<file path="config.mk">
export PLATFORM = sky130hd
export DESIGN_NAME = div_controller_flat
export DESIGN_NICKNAME = d
export VERILOG_FILES = /design/src/rtl/div_controller_pkg.sv /design/src/rtl/div_controller_if.sv /design/src/rtl/div_step.sv /design/src/rtl/div_controller.sv /design/src/flat_wrapper.sv
export SDC_FILE = /design/constraint.sdc
export NUM_CORES = 1
export LEC_CHECK = 0
export CAP_MARGIN = 10
export CORE_MARGIN = 4
export CORE_UTILIZATION = 30
export CTS_CLUSTER_DIAMETER = 60
export DETAILED_ROUTE_END_ITERATION = 8
export PLACE_DENSITY = 0.47
export SYNTH_ARGS = -nofsm -noshare
export SYNTH_HDL_FRONTEND = slang
export SYNTH_SLANG_ARGS = --single-unit
</file>
<file path="constraint.sdc">
create_clock -name clk -period 9 [get_ports clk]
set_input_delay 1.8 -clock clk [delete_from_list [all_inputs] [get_ports clk]]
set_output_delay 1.8 -clock clk [all_outputs]
set_load 0.02 [all_outputs]
</file>
<file path="src/rtl/div_controller_pkg.sv">
`default_nettype none
// +----------------------------------------------------------------------+
// | div_controller_pkg                                                   |
// | Shared state encoding and sizing helpers for the divider controller. |
// | Revision: 1.0                                                        |
// +----------------------------------------------------------------------+
package div_controller_pkg;

  localparam int DEFAULT_WIDTH = 32;

  typedef enum logic [1:0] {
    IDLE = 2'd0,
    CALC = 2'd1,
    DONE = 2'd2
  } divState_e;

  // Step counter must be able to represent WIDTH itself.
  function automatic int cntWidth(input int width);
    return $clog2(width) + 1;
  endfunction

  localparam int DEFAULT_CNT_WIDTH = cntWidth(DEFAULT_WIDTH);

endpackage
`default_nettype wire

</file>
<file path="src/rtl/div_controller_if.sv">
`default_nettype none
// +----------------------------------------------------------------------+
// | div_controller_if                                                    |
// | Request/result bundle between a requester and the divider.           |
// | Revision: 1.0                                                        |
// +----------------------------------------------------------------------+
interface div_controller_if
  import div_controller_pkg::*;
#(
  parameter int WIDTH = DEFAULT_WIDTH
);

  logic             start;
  logic [WIDTH-1:0] A;
  logic [WIDTH-1:0] B;
  logic             isDiv;
  logic             isMod;
  logic             flush;
  logic             busy;
  logic             done;
  logic [WIDTH-1:0] result;

  modport master (
    output start, A, B, isDiv, isMod, flush,
    input  busy, done, result
  );

  modport slave (
    input  start, A, B, isDiv, isMod, flush,
    output busy, done, result
  );

endinterface
`default_nettype wire

</file>
<file path="src/rtl/div_step.sv">
`default_nettype none
// +----------------------------------------------------------------------+
// | div_step                                                             |
// | One unsigned restoring-division step (combinational).                |
// | Revision: 1.0                                                        |
// +----------------------------------------------------------------------+
module div_step #(
  parameter int WIDTH = 32
) (
  input  wire logic [WIDTH-1:0] i_remainder,
  input  wire logic             i_dividendMsb,
  input  wire logic [WIDTH-1:0] i_divisor,
  output logic      [WIDTH-1:0] o_remainder,
  output logic                  o_quotientBit
);

  logic [WIDTH:0] w_shifted;
  logic [WIDTH:0] w_trial;

  assign w_shifted = {i_remainder, i_dividendMsb};
  // Remainder < divisor, so the shifted value is < 2*divisor and the
  // borrow bit alone tells whether the subtraction succeeds.
  assign w_trial       = w_shifted - {1'b0, i_divisor};
  assign o_quotientBit = ~w_trial[WIDTH];
  assign o_remainder   = o_quotientBit ? w_trial[WIDTH-1:0] : w_shifted[WIDTH-1:0];

endmodule
`default_nettype wire

</file>
<file path="src/rtl/div_controller.sv">
`default_nettype none
// +----------------------------------------------------------------------+
// | div_controller                                                       |
// | Sequential unsigned divider: one quotient bit per cycle, MSB first.  |
// | Revision: 1.0                                                        |
// +----------------------------------------------------------------------+
module div_controller
  import div_controller_pkg::*;
#(
  parameter int WIDTH = DEFAULT_WIDTH
) (
  input wire logic        clk,
  input wire logic        reset,
  div_controller_if.slave bus
);

  localparam int                CNT_W      = cntWidth(WIDTH);
  localparam logic [CNT_W-1:0] c_lastStep = CNT_W'(WIDTH - 1);

  divState_e        r_state;
  logic [WIDTH-1:0] r_dividend;
  logic [WIDTH-1:0] r_divisor;
  logic [WIDTH-1:0] r_remainder;
  logic             r_isDiv;
  logic             r_isMod;
  logic [CNT_W-1:0] r_count;
  logic             r_busy;
  logic             r_done;
  logic [WIDTH-1:0] r_result;

  logic [WIDTH-1:0] w_stepRem;
  logic             w_qBit;
  logic [WIDTH-1:0] w_quotient;

  div_step #(
    .WIDTH(WIDTH)
  ) u_divStep (
    .i_remainder  (r_remainder),
    .i_dividendMsb(r_dividend[WIDTH-1]),
    .i_divisor    (r_divisor),
    .o_remainder  (w_stepRem),
    .o_quotientBit(w_qBit)
  );

  // Quotient bits shift into the dividend register as its bits shift out.
  assign w_quotient = {r_dividend[WIDTH-2:0], w_qBit};

  always_ff @(posedge clk or posedge reset) begin
    if (reset) begin
      r_state     <= IDLE;
      r_dividend  <= '0;
      r_divisor   <= '0;
      r_remainder <= '0;
      r_isDiv     <= 1'b0;
      r_isMod     <= 1'b0;
      r_count     <= '0;
      r_busy      <= 1'b0;
      r_done      <= 1'b0;
      r_result    <= '0;
    end else begin
      r_done <= 1'b0;
      case (r_state)
        IDLE: begin
          if (bus.start) begin
            r_dividend  <= bus.A;
            r_divisor   <= bus.B;
            r_isDiv     <= bus.isDiv;
            r_isMod     <= bus.isMod;
            r_remainder <= '0;
            r_count     <= '0;
            r_busy      <= 1'b1;
            if ((bus.B == '0) || (!bus.isDiv && !bus.isMod)) begin
              r_state  <= DONE;
              r_done   <= 1'b1;
              r_result <= '0;
            end else begin
              r_state <= CALC;
            end
          end
        end
        CALC: begin
          if (bus.flush) begin
            r_state <= IDLE;
            r_busy  <= 1'b0;
          end else begin
            r_remainder <= w_stepRem;
            r_dividend  <= w_quotient;
            r_count     <= r_count + CNT_W'(1);
            if (r_count == c_lastStep) begin
              r_state  <= DONE;
              r_done   <= 1'b1;
              r_result <= r_isDiv ? w_quotient : (r_isMod ? w_stepRem : '0);
            end
          end
        end
        DONE: begin
          r_state <= IDLE;
          r_busy  <= 1'b0;
        end
        default: begin
          r_state <= IDLE;
          r_busy  <= 1'b0;
        end
      endcase
    end
  end

  assign bus.busy   = r_busy;
  assign bus.done   = r_done;
  assign bus.result = r_result;

endmodule
`default_nettype wire

</file>
<file path="src/flat_wrapper.sv">
// flat-port wrapper written by rule: the top's interface ports become plain ports
module div_controller_flat import div_controller_pkg::*;
#(
  parameter int WIDTH = DEFAULT_WIDTH
)
  (clk, reset, bus_start, bus_A, bus_B, bus_isDiv, bus_isMod, bus_flush, bus_busy, bus_done, bus_result);
  div_controller_if #(.WIDTH(WIDTH)) bus_i ();
  input wire logic clk;
  input wire logic reset;
  input wire logic [$bits(bus_i.start)-1:0] bus_start;
  input wire logic [$bits(bus_i.A)-1:0] bus_A;
  input wire logic [$bits(bus_i.B)-1:0] bus_B;
  input wire logic [$bits(bus_i.isDiv)-1:0] bus_isDiv;
  input wire logic [$bits(bus_i.isMod)-1:0] bus_isMod;
  input wire logic [$bits(bus_i.flush)-1:0] bus_flush;
  output wire logic [$bits(bus_i.busy)-1:0] bus_busy;
  output wire logic [$bits(bus_i.done)-1:0] bus_done;
  output wire logic [$bits(bus_i.result)-1:0] bus_result;
  assign bus_i.start = bus_start;
  assign bus_i.A = bus_A;
  assign bus_i.B = bus_B;
  assign bus_i.isDiv = bus_isDiv;
  assign bus_i.isMod = bus_isMod;
  assign bus_i.flush = bus_flush;
  assign bus_busy = bus_i.busy;
  assign bus_done = bus_i.done;
  assign bus_result = bus_i.result;
  div_controller #(.WIDTH(WIDTH)) u_core (.clk(clk), .reset(reset), .bus(bus_i));
endmodule
</file>
==> results of run 1 <==
area by class of cell:
cell class | count | area (µm²) | area share (%)
multi-input cells | 645 | 4110 | 41.6
flip-flops and latches | 140 | 3500 | 35.5
repair buffers | 110 | 1080 | 11.0
clock buffers | 20 | 447 | 4.53
well taps | 335 | 419 | 4.25
inverters | 43 | 166 | 1.69
clock inverters | 12 | 138 | 1.40
report_power, final:
| part | internal, mW | switching [mW] | total [mW] | leakage, nW |
|---|---|---|---|---|
| clock network | 0.417 | 0.286 | 0.703 | 0.269 |
| registers | 0.847 | 0.163 | 1.01 | 1.83 |
| logic | 0.804 | 1.34 | 2.14 | 2.21 |
| total | 2.07 | 1.79 | 3.85 | 4.32 |
synth_stat cells, drive strengths merged, types with 5 or more instances:
cell type,count
nand2b,5
a22oi,27
nand3,13
o21a,8
inv,43
mux2i,58
nor2,33
xor2,17
and3,5
a22o,6
nand4,10
nand2,134
o211ai,10
a21o,9
buf,12
nor4,8
o21bai,5
a31oi,10
o21ai,143
a32oi,6
xnor2,11
o31ai,6
a21oi,38
clkbuf,37
nor3,6
dfrtp,140
and2,6
ha,33
flip-flops by register name, summed over array words and instances (netlist names):
| register | flops |
|---|---|
| u_core.r_isMod | 1 |
| u_core.r_count | 6 |
| u_core.r_dividend | 32 |
| u_core.r_divisor | 32 |
| u_core.bus.result | 32 |
| u_core.r_state | 2 |
| u_core.bus.done | 1 |
| u_core.bus.busy | 1 |
| u_core.r_isDiv | 1 |
| u_core.r_remainder | 32 |
routing by layer:
| layer | up-vias | global-route usage, % | wire (µm) |
|---|---|---|---|
| met2 | 167 | 22.4 | 9470 |
| met1 | 3238 | 25.2 | 12300 |
| met5 | - | 0 | 0 |
| met3 | 17 | 2.54 | 1060 |
| met4 | 0 | 3.89 | 242 |
| li1 | 3300 | - | - |
logic make-up after synthesis:
| kind of cell | count (synthesis) | share of synthesized area, % |
|---|---|---|
| fa+ha+maj | 34 | 5.43 |
| flops | 140 | 43.9 |
| compound gates | 290 | 22.2 |
| xor+xnor | 28 | 3.08 |
| mux | 58 | 7.28 |
| buf+inv | 92 | 4.79 |
| simple gates | 235 | 13.3 |
worst max path at each step:
stage | start | end | slack [ns] | cells after the start
2_1_floorplan | reset | u_core.bus.busy | 3.45 | 1
3_3_place_gp | bus_B[5] | u_core.bus.result[30] | 4.37 | 9
3_5_place_dp | bus_start | u_core.r_dividend[28] | 4.35 | 6
4_1_cts | bus_flush | u_core.r_remainder[30] | 4.81 | 6
5_1_grt | bus_start | u_core.r_dividend[27] | 4.59 | 6
6_report | bus_start | u_core.r_dividend[24] | 4.89 | 6
stage by stage:
step / power (mW) / instances / utilization (%) / area (µm²)
after floorplan: 2.61 / 877 / - / 7970
after global placement: 3.15 / 1272 / 35.5 / 9270
after detailed placement: 3.16 / 1272 / 35.5 / 9270
after CTS: 3.88 / 1304 / 37.7 / 9860
after global routing: 4.19 / 1305 / 37.7 / 9860
final: 3.85 / 1305 / 37.7 / 9860
==> parameters.txt, run 1 <==
Parameter                              Value

Synth
  Number of synthesized flops with an enable pin    0
  Synth cell types    59
  Warning count from the yosys run    0
  Cell count after synthesis    877
  Cell accounting for the most synthesized area    dfrtp_1
  Share of synthesized flip-flops with an asynchronous set or reset    100%
  Synth Flop Type    dfrtp_1
  Area share of the largest cell type after synthesis    43.9%
  Post-synthesis average cell area    9.09 µm²
  FF+latch count, synth    between 100 and 150
  Netlist Area Pre-Place    ~8000 µm²
  Syn nets    981
  Share of synthesized area occupied by flip-flops and latches    between 40% and 50%
  Most area-consuming cells after synthesis    dfrtp_1, o21ai_0, mux2i_1

Routing
  Number of antenna-violating nets in the routed design    0
  Iteration-0 DRC count of the detailed router    between 400 and 500
  Via count    roughly 6700
  WL/cell    17.7 µm
  Total length of routed wires    ~23 mm
  Number of iterations in the first detailed-routing pass    5
  Via/cell ratio    between 5 and 6
  Number of DRC violations after detailed routing    0

Critical path
  Crit-path leading delay family    buffers and inverters
  Critical path start-end classification    in2reg
  Cells traversed along the worst timing path    clkdlybuf4s50_1 -> and2_2 -> buf_4 -> nor2_4 -> buf_4 -> o21ai_0
  Slowest-stage cell, CP    nor2_4
  Launch instance of the worst register-to-register path    u_core.r_dividend[31]
  Worst-case reg-to-reg path depth    11
  RR Endpoint    u_core.r_remainder[9]
  Buffers plus inverters on the worst setup path    3
  Worst reg-to-reg setup slack    roughly 5.3 ns
  Largest fanout on the critical path    slightly above 70
  Worst stage delay on the critical path    around 0.85 ns
  Data arrival time of the critical path    about 4.4 ns
  CP required    9.28 ns
  Worst setup SP type    input port
  Category of the worst setup path capture point    flop
  CP most frequent cell    buf_4

Place
  Count of input and output buffers    103
  Final RePlAce weighted congestion    about 0.86
  Setup WS pre-CTS    roughly 4.3 ns
  Hpwl dp    16.9 mm

CTS
  Post-CTS Hold Buffers    0
  Insertion delay of the later-clocked pin in the worst-skew pair    between 0.4 and 0.5 ns
  Clock-pin slew on the worst setup and hold paths    around 0.060 ns
  TritonCTS clock tree    done
  Number of buffers added by the clock tree synthesis step    17
  Clock tree root driver cell    clkbuf_16
  Num Clock Sinks    140
  # resized after CTS    0
  Post-CTS Setup Repair Bufs    0
  Max Root-Sink Buffers    2
  H-tree depth    4

Timing
  Total Neg Setup Slack    0 ns
  Final critical-path share of the clock period    between 40% and 50%
  Pins over their slew limit    0
  Final worst hold slack    ~0.47 ns
  Fin Clk Skew    roughly 0.010 ns
  Setup-violating endpoint count in the final report    0
  Normalized max-slew margin    between 30% and 40%
  Slew @ Worst Pin    1.02 ns
  Min cycle time layout    4.11 ns
  Crit path setup slack, layout    between 4 and 5 ns
  Final hold vios    0
  Unrepaired setup endpoints after global routing    no
  Peak Freq    243 MHz

Cells and area
  Relative area change from synthesis to final layout    23.7%
  Commonest cells after routing, fill and taps aside    dfrtp_1, nand2_1, o21ai_0
  # fillers    2678
  Final Net Count    roughly 1100
  Antenna cell count    0
  Commonest non-fill, non-tap cell in the layout    dfrtp_1
  Share of final-layout standard cells stronger than drive strength 1    approximately 5.5%

Worst hold path
  Beginning of the worst hold path    u_core.r_state[1]
  Class of the worst hold path    reg2reg
  Number of instances on the worst hold path    1
  Hold path endpoint    u_core.bus.busy

Floorplan
  Initial Utilization    between 30% and 40%
  Width of the die    ~170 µm
  Top Ports    about 100
  Area inside the core boundary    26100 µm²
  Area enclosed by the die boundary    just under 30000 µm²
  Die height    about 170 µm
  Cell row count    59

Power and ir drop
  Leakage component of the power    roughly 4.3 nW
  Worst IR drop on VDD    0.199 mV
  Cell Pwr Density    about 390 nW/µm²

Global route
  Initial antenna violation count    0
  Overall overflow remaining after global route    0
  Via count of the first global-routing pass    roughly 6600
  Global-route wire length before repair    36.7 mm
  Global-route usage over all layers    between 10% and 20%
  Largest net degree at the start of global routing    80

Run
  Max-cap viol count    0

Outcome
  Status    finished clean
No activity file was read; power rests on OpenSTA's default activity.
==> inputs of run 2 (changes only) <==
- PLACE_DENSITY: 0.47 -> 0.48
- clock period: 9 -> 3.45 ns (I/O delays scaled with it)
==> run 2 against run 1 <==
Against the previous run:
- flip-flop and latch count unchanged
- utilization up 0.50 points
- power rose to 2.7 times the previous value
- highest routed layer unchanged
- clock-buffer cell count unchanged
- clock power rose to 2.6 times the previous value
- critical endpoint is now u_core.bus.result[26]
- largest power group unchanged
- register-to-register slack worse by 5.1 ns
- non-clock buffer count up 16
- sequential power rose to 2.6 times the previous value
==> parameters.txt, run 2 (synthesized netlist as in run 1, its figures left out) <==
Parameter                              Value

Worst hold path
  Class of the worst hold path    reg2reg

Routing
  WL/cell    17.7 µm (+0.33%)
  Iteration-0 DRC count of the detailed router    448 (+9.8%)
  Via/cell ratio    5.01 (-2.8%)
  Number of iterations in the first detailed-routing pass    5 (unchanged)
  Number of antenna-violating nets in the routed design    0 (unchanged)
  Via count    6616 (-1.6%)
  Total length of routed wires    23.4 mm (+1.6%)
  Number of DRC violations after detailed routing    0 (unchanged)

Global route
  Largest net degree at the start of global routing    75 (-6.3%)
  Initial antenna violation count    0 (unchanged)
  Global-route usage over all layers    16.3% (+0.37 points)
  Global-route wire length before repair    37.5 mm (+2.1%)
  Overall overflow remaining after global route    0 (unchanged)
  Via count of the first global-routing pass    6518 (-1.3%)

CTS
  Insertion delay of the later-clocked pin in the worst-skew pair    0.43 ns (about the same)
  Number of buffers added by the clock tree synthesis step    17 (unchanged)
  # resized after CTS    0 (unchanged)
  Max Root-Sink Buffers    2 (unchanged)
  Post-CTS Setup Repair Bufs    0 (unchanged)
  Clock-pin slew on the worst setup and hold paths    0.07 ns (about the same)
  Num Clock Sinks    140 (unchanged)
  Post-CTS Hold Buffers    0 (unchanged)
  H-tree depth    4 (unchanged)
  Clock tree root driver cell    clkbuf_16
  TritonCTS clock tree    done

Place
  Final RePlAce weighted congestion    0.811 (-5.4%)
  Hpwl dp    17.4 mm (+3.0%)
  Placed standard-cell area    9420 µm² (+1.6%)
  Count of input and output buffers    103 (unchanged)

Run
  Max-cap viol count    0 (unchanged)

Floorplan
  Width of the die    171 µm (unchanged)
  Area inside the core boundary    26100 µm² (unchanged)
  Area enclosed by the die boundary    29300 µm² (unchanged)
  Die height    171 µm (unchanged)
  Initial Utilization    30.5% (unchanged)
  Top Ports    104 (unchanged)
  Cell row count    59 (unchanged)

Outcome
  Status    finished clean

Critical path
  Crit-path leading delay family    compound AO/OA/AOI/OAI gates
  Cells traversed along the worst timing path    ha_1 -> a21oi_1 -> o21ai_0 -> or3_1 -> o211ai_1 -> a21boi_0 -> o41ai_1 -> xor2_1 -> o21ai_0
  Data arrival time of the critical path    3.51 ns (-0.88 ns)
  Category of the worst setup path capture point    flop
  Buffers plus inverters on the worst setup path    0 (-3)
  Slowest-stage cell, CP    dfrtp_1
  CP required    3.75 ns (-5.53 ns)
  CP most frequent cell    o21ai_0
  Critical path start-end classification    reg2reg
  Largest fanout on the critical path    6 (-92%)
  Worst setup SP type    flop
  Worst stage delay on the critical path    0.45 ns (-0.40 ns)

Cells and area
  Post-layout instance area    9990 µm² (+1.3%)
  Share of the core filled with cells in the final layout    38.2% (+0.50 points)
  Final Net Count    1077 (+1.5%)
  Commonest cells after routing, fill and taps aside    dfrtp_1, nand2_1, o21ai_0
  Share of final-layout standard cells stronger than drive strength 1    7.10% (+1.6 points)
  Antenna cell count    0 (unchanged)
  Relative area change from synthesis to final layout    25.3%
  Commonest non-fill, non-tap cell in the layout    dfrtp_1
  # fillers    2658 (-0.75%)

Power and ir drop
  Worst IR drop on VDD    0.405 mV (+100%)
  Leakage component of the power    4.40 nW (+1.8%)
  Cell Pwr Density    1030 nW/µm² (+160%)

Timing
  Unrepaired setup endpoints after global routing    no
  Slew @ Worst Pin    0.716 ns (-0.306 ns)
  Fin Clk Skew    0.0117 ns (+0.00170 ns)
  Final critical-path share of the clock period    ~93%
  Normalized max-slew margin    52.3% (+21 points)
  Setup-violating endpoint count in the final report    0 (unchanged)
  Peak Freq    311 MHz
  Pins over their slew limit    0 (unchanged)
  Min cycle time layout    3.21 ns
  Final hold vios    0 (unchanged)
  Total Neg Setup Slack    0 ns (unchanged)
run 2: cell count changes in the layout (fill, tap and decap cells not counted), sizes merged:
cell	change
bufinv	-1
clkinv	+2
buf	+16
inv	-1
run 2: final cells by class:
| type | count | area [µm²] | area share (%) |
|---|---|---|---|
| clock buffers | 20 | 457 | 4.57 |
| clock inverters | 12 | 114 | 1.14 |
| inverters | 43 | 165 | 1.65 |
| multi-input cells | 645 | 4110 | 41.1 |
| flip-flops and latches | 140 | 3500 | 35.1 |
| well taps | 335 | 419 | 4.19 |
| repair buffers | 126 | 1230 | 12.3 |
run 2: final timing paths:
| kind | cells after the start | end | startpoint | slack, ns |
|---|---|---|---|---|
| worst max-delay path | 9 | u_core.bus.result[26] | u_core.r_remainder[10] | 0.24 |
| worst min-delay path | 2 | u_core.r_isMod | u_core.r_isMod | 0.48 |
| worst max register to register | 9 | u_core.bus.result[26] | u_core.r_remainder[10] | 0.24 |
| worst min register to register | 2 | u_core.r_isMod | u_core.r_isMod | 0.48 |
| max in group asynchronous | 3 | u_core.r_divisor[29] | reset | 1.92 |
| min in group asynchronous | 2 | u_core.bus.done | reset | 0.60 |
run 2: per-layer routing:
layer / vias to the layer above / wire (µm) / track usage, %
li1: 3336 / - / -
met1: 3120 / 13000 / 26.7
met2: 146 / 9180 / 21.7
met3: 14 / 1020 / 2.89
met4: 0 / 227 / 3.93
met5: - / 0 / 0
run 2: where the power goes:
| group | internal [mW] | switching (mW) | leakage [nW] |
|---|---|---|---|
| Clock | 1.03 | 0.763 | 0.269 |
| Sequential | 2.21 | 0.454 | 1.83 |
| Combinational | 2.33 | 3.53 | 2.29 |
run 2: through the flow:
stage / hold slack, ns / cells / power [mW] / worst slack (ns)
floorplan: 0.436 / 877 / 6.81 / 0.711
global placement: 0.461 / 1289 / 8.52 / 0.134
CTS: 0.478 / 1321 / 10.4 / 0.276
detailed placement: 0.462 / 1289 / 8.51 / 0.194
global route: 0.507 / 1321 / 11.2 / 0.131
finish: 0.479 / 1321 / 10.3 / 0.239
run 2: worst register-to-register path, cell delays in order (launching register included):
cell and delay (ns):
dfrtp_1 0.45, ha_1 0.42, a21oi_1 0.26, o21ai_0 0.14
or3_1 0.39, o211ai_1 0.33, a21boi_0 0.23, o41ai_1 0.43
xor2_1 0.31, o21ai_0 0.12
==> inputs of run 3 (changes only) <==
- CAP_MARGIN: 10 -> 20
==> results of run 3 <==
The final DEF is identical to that of run 2; final timing and power are the same.
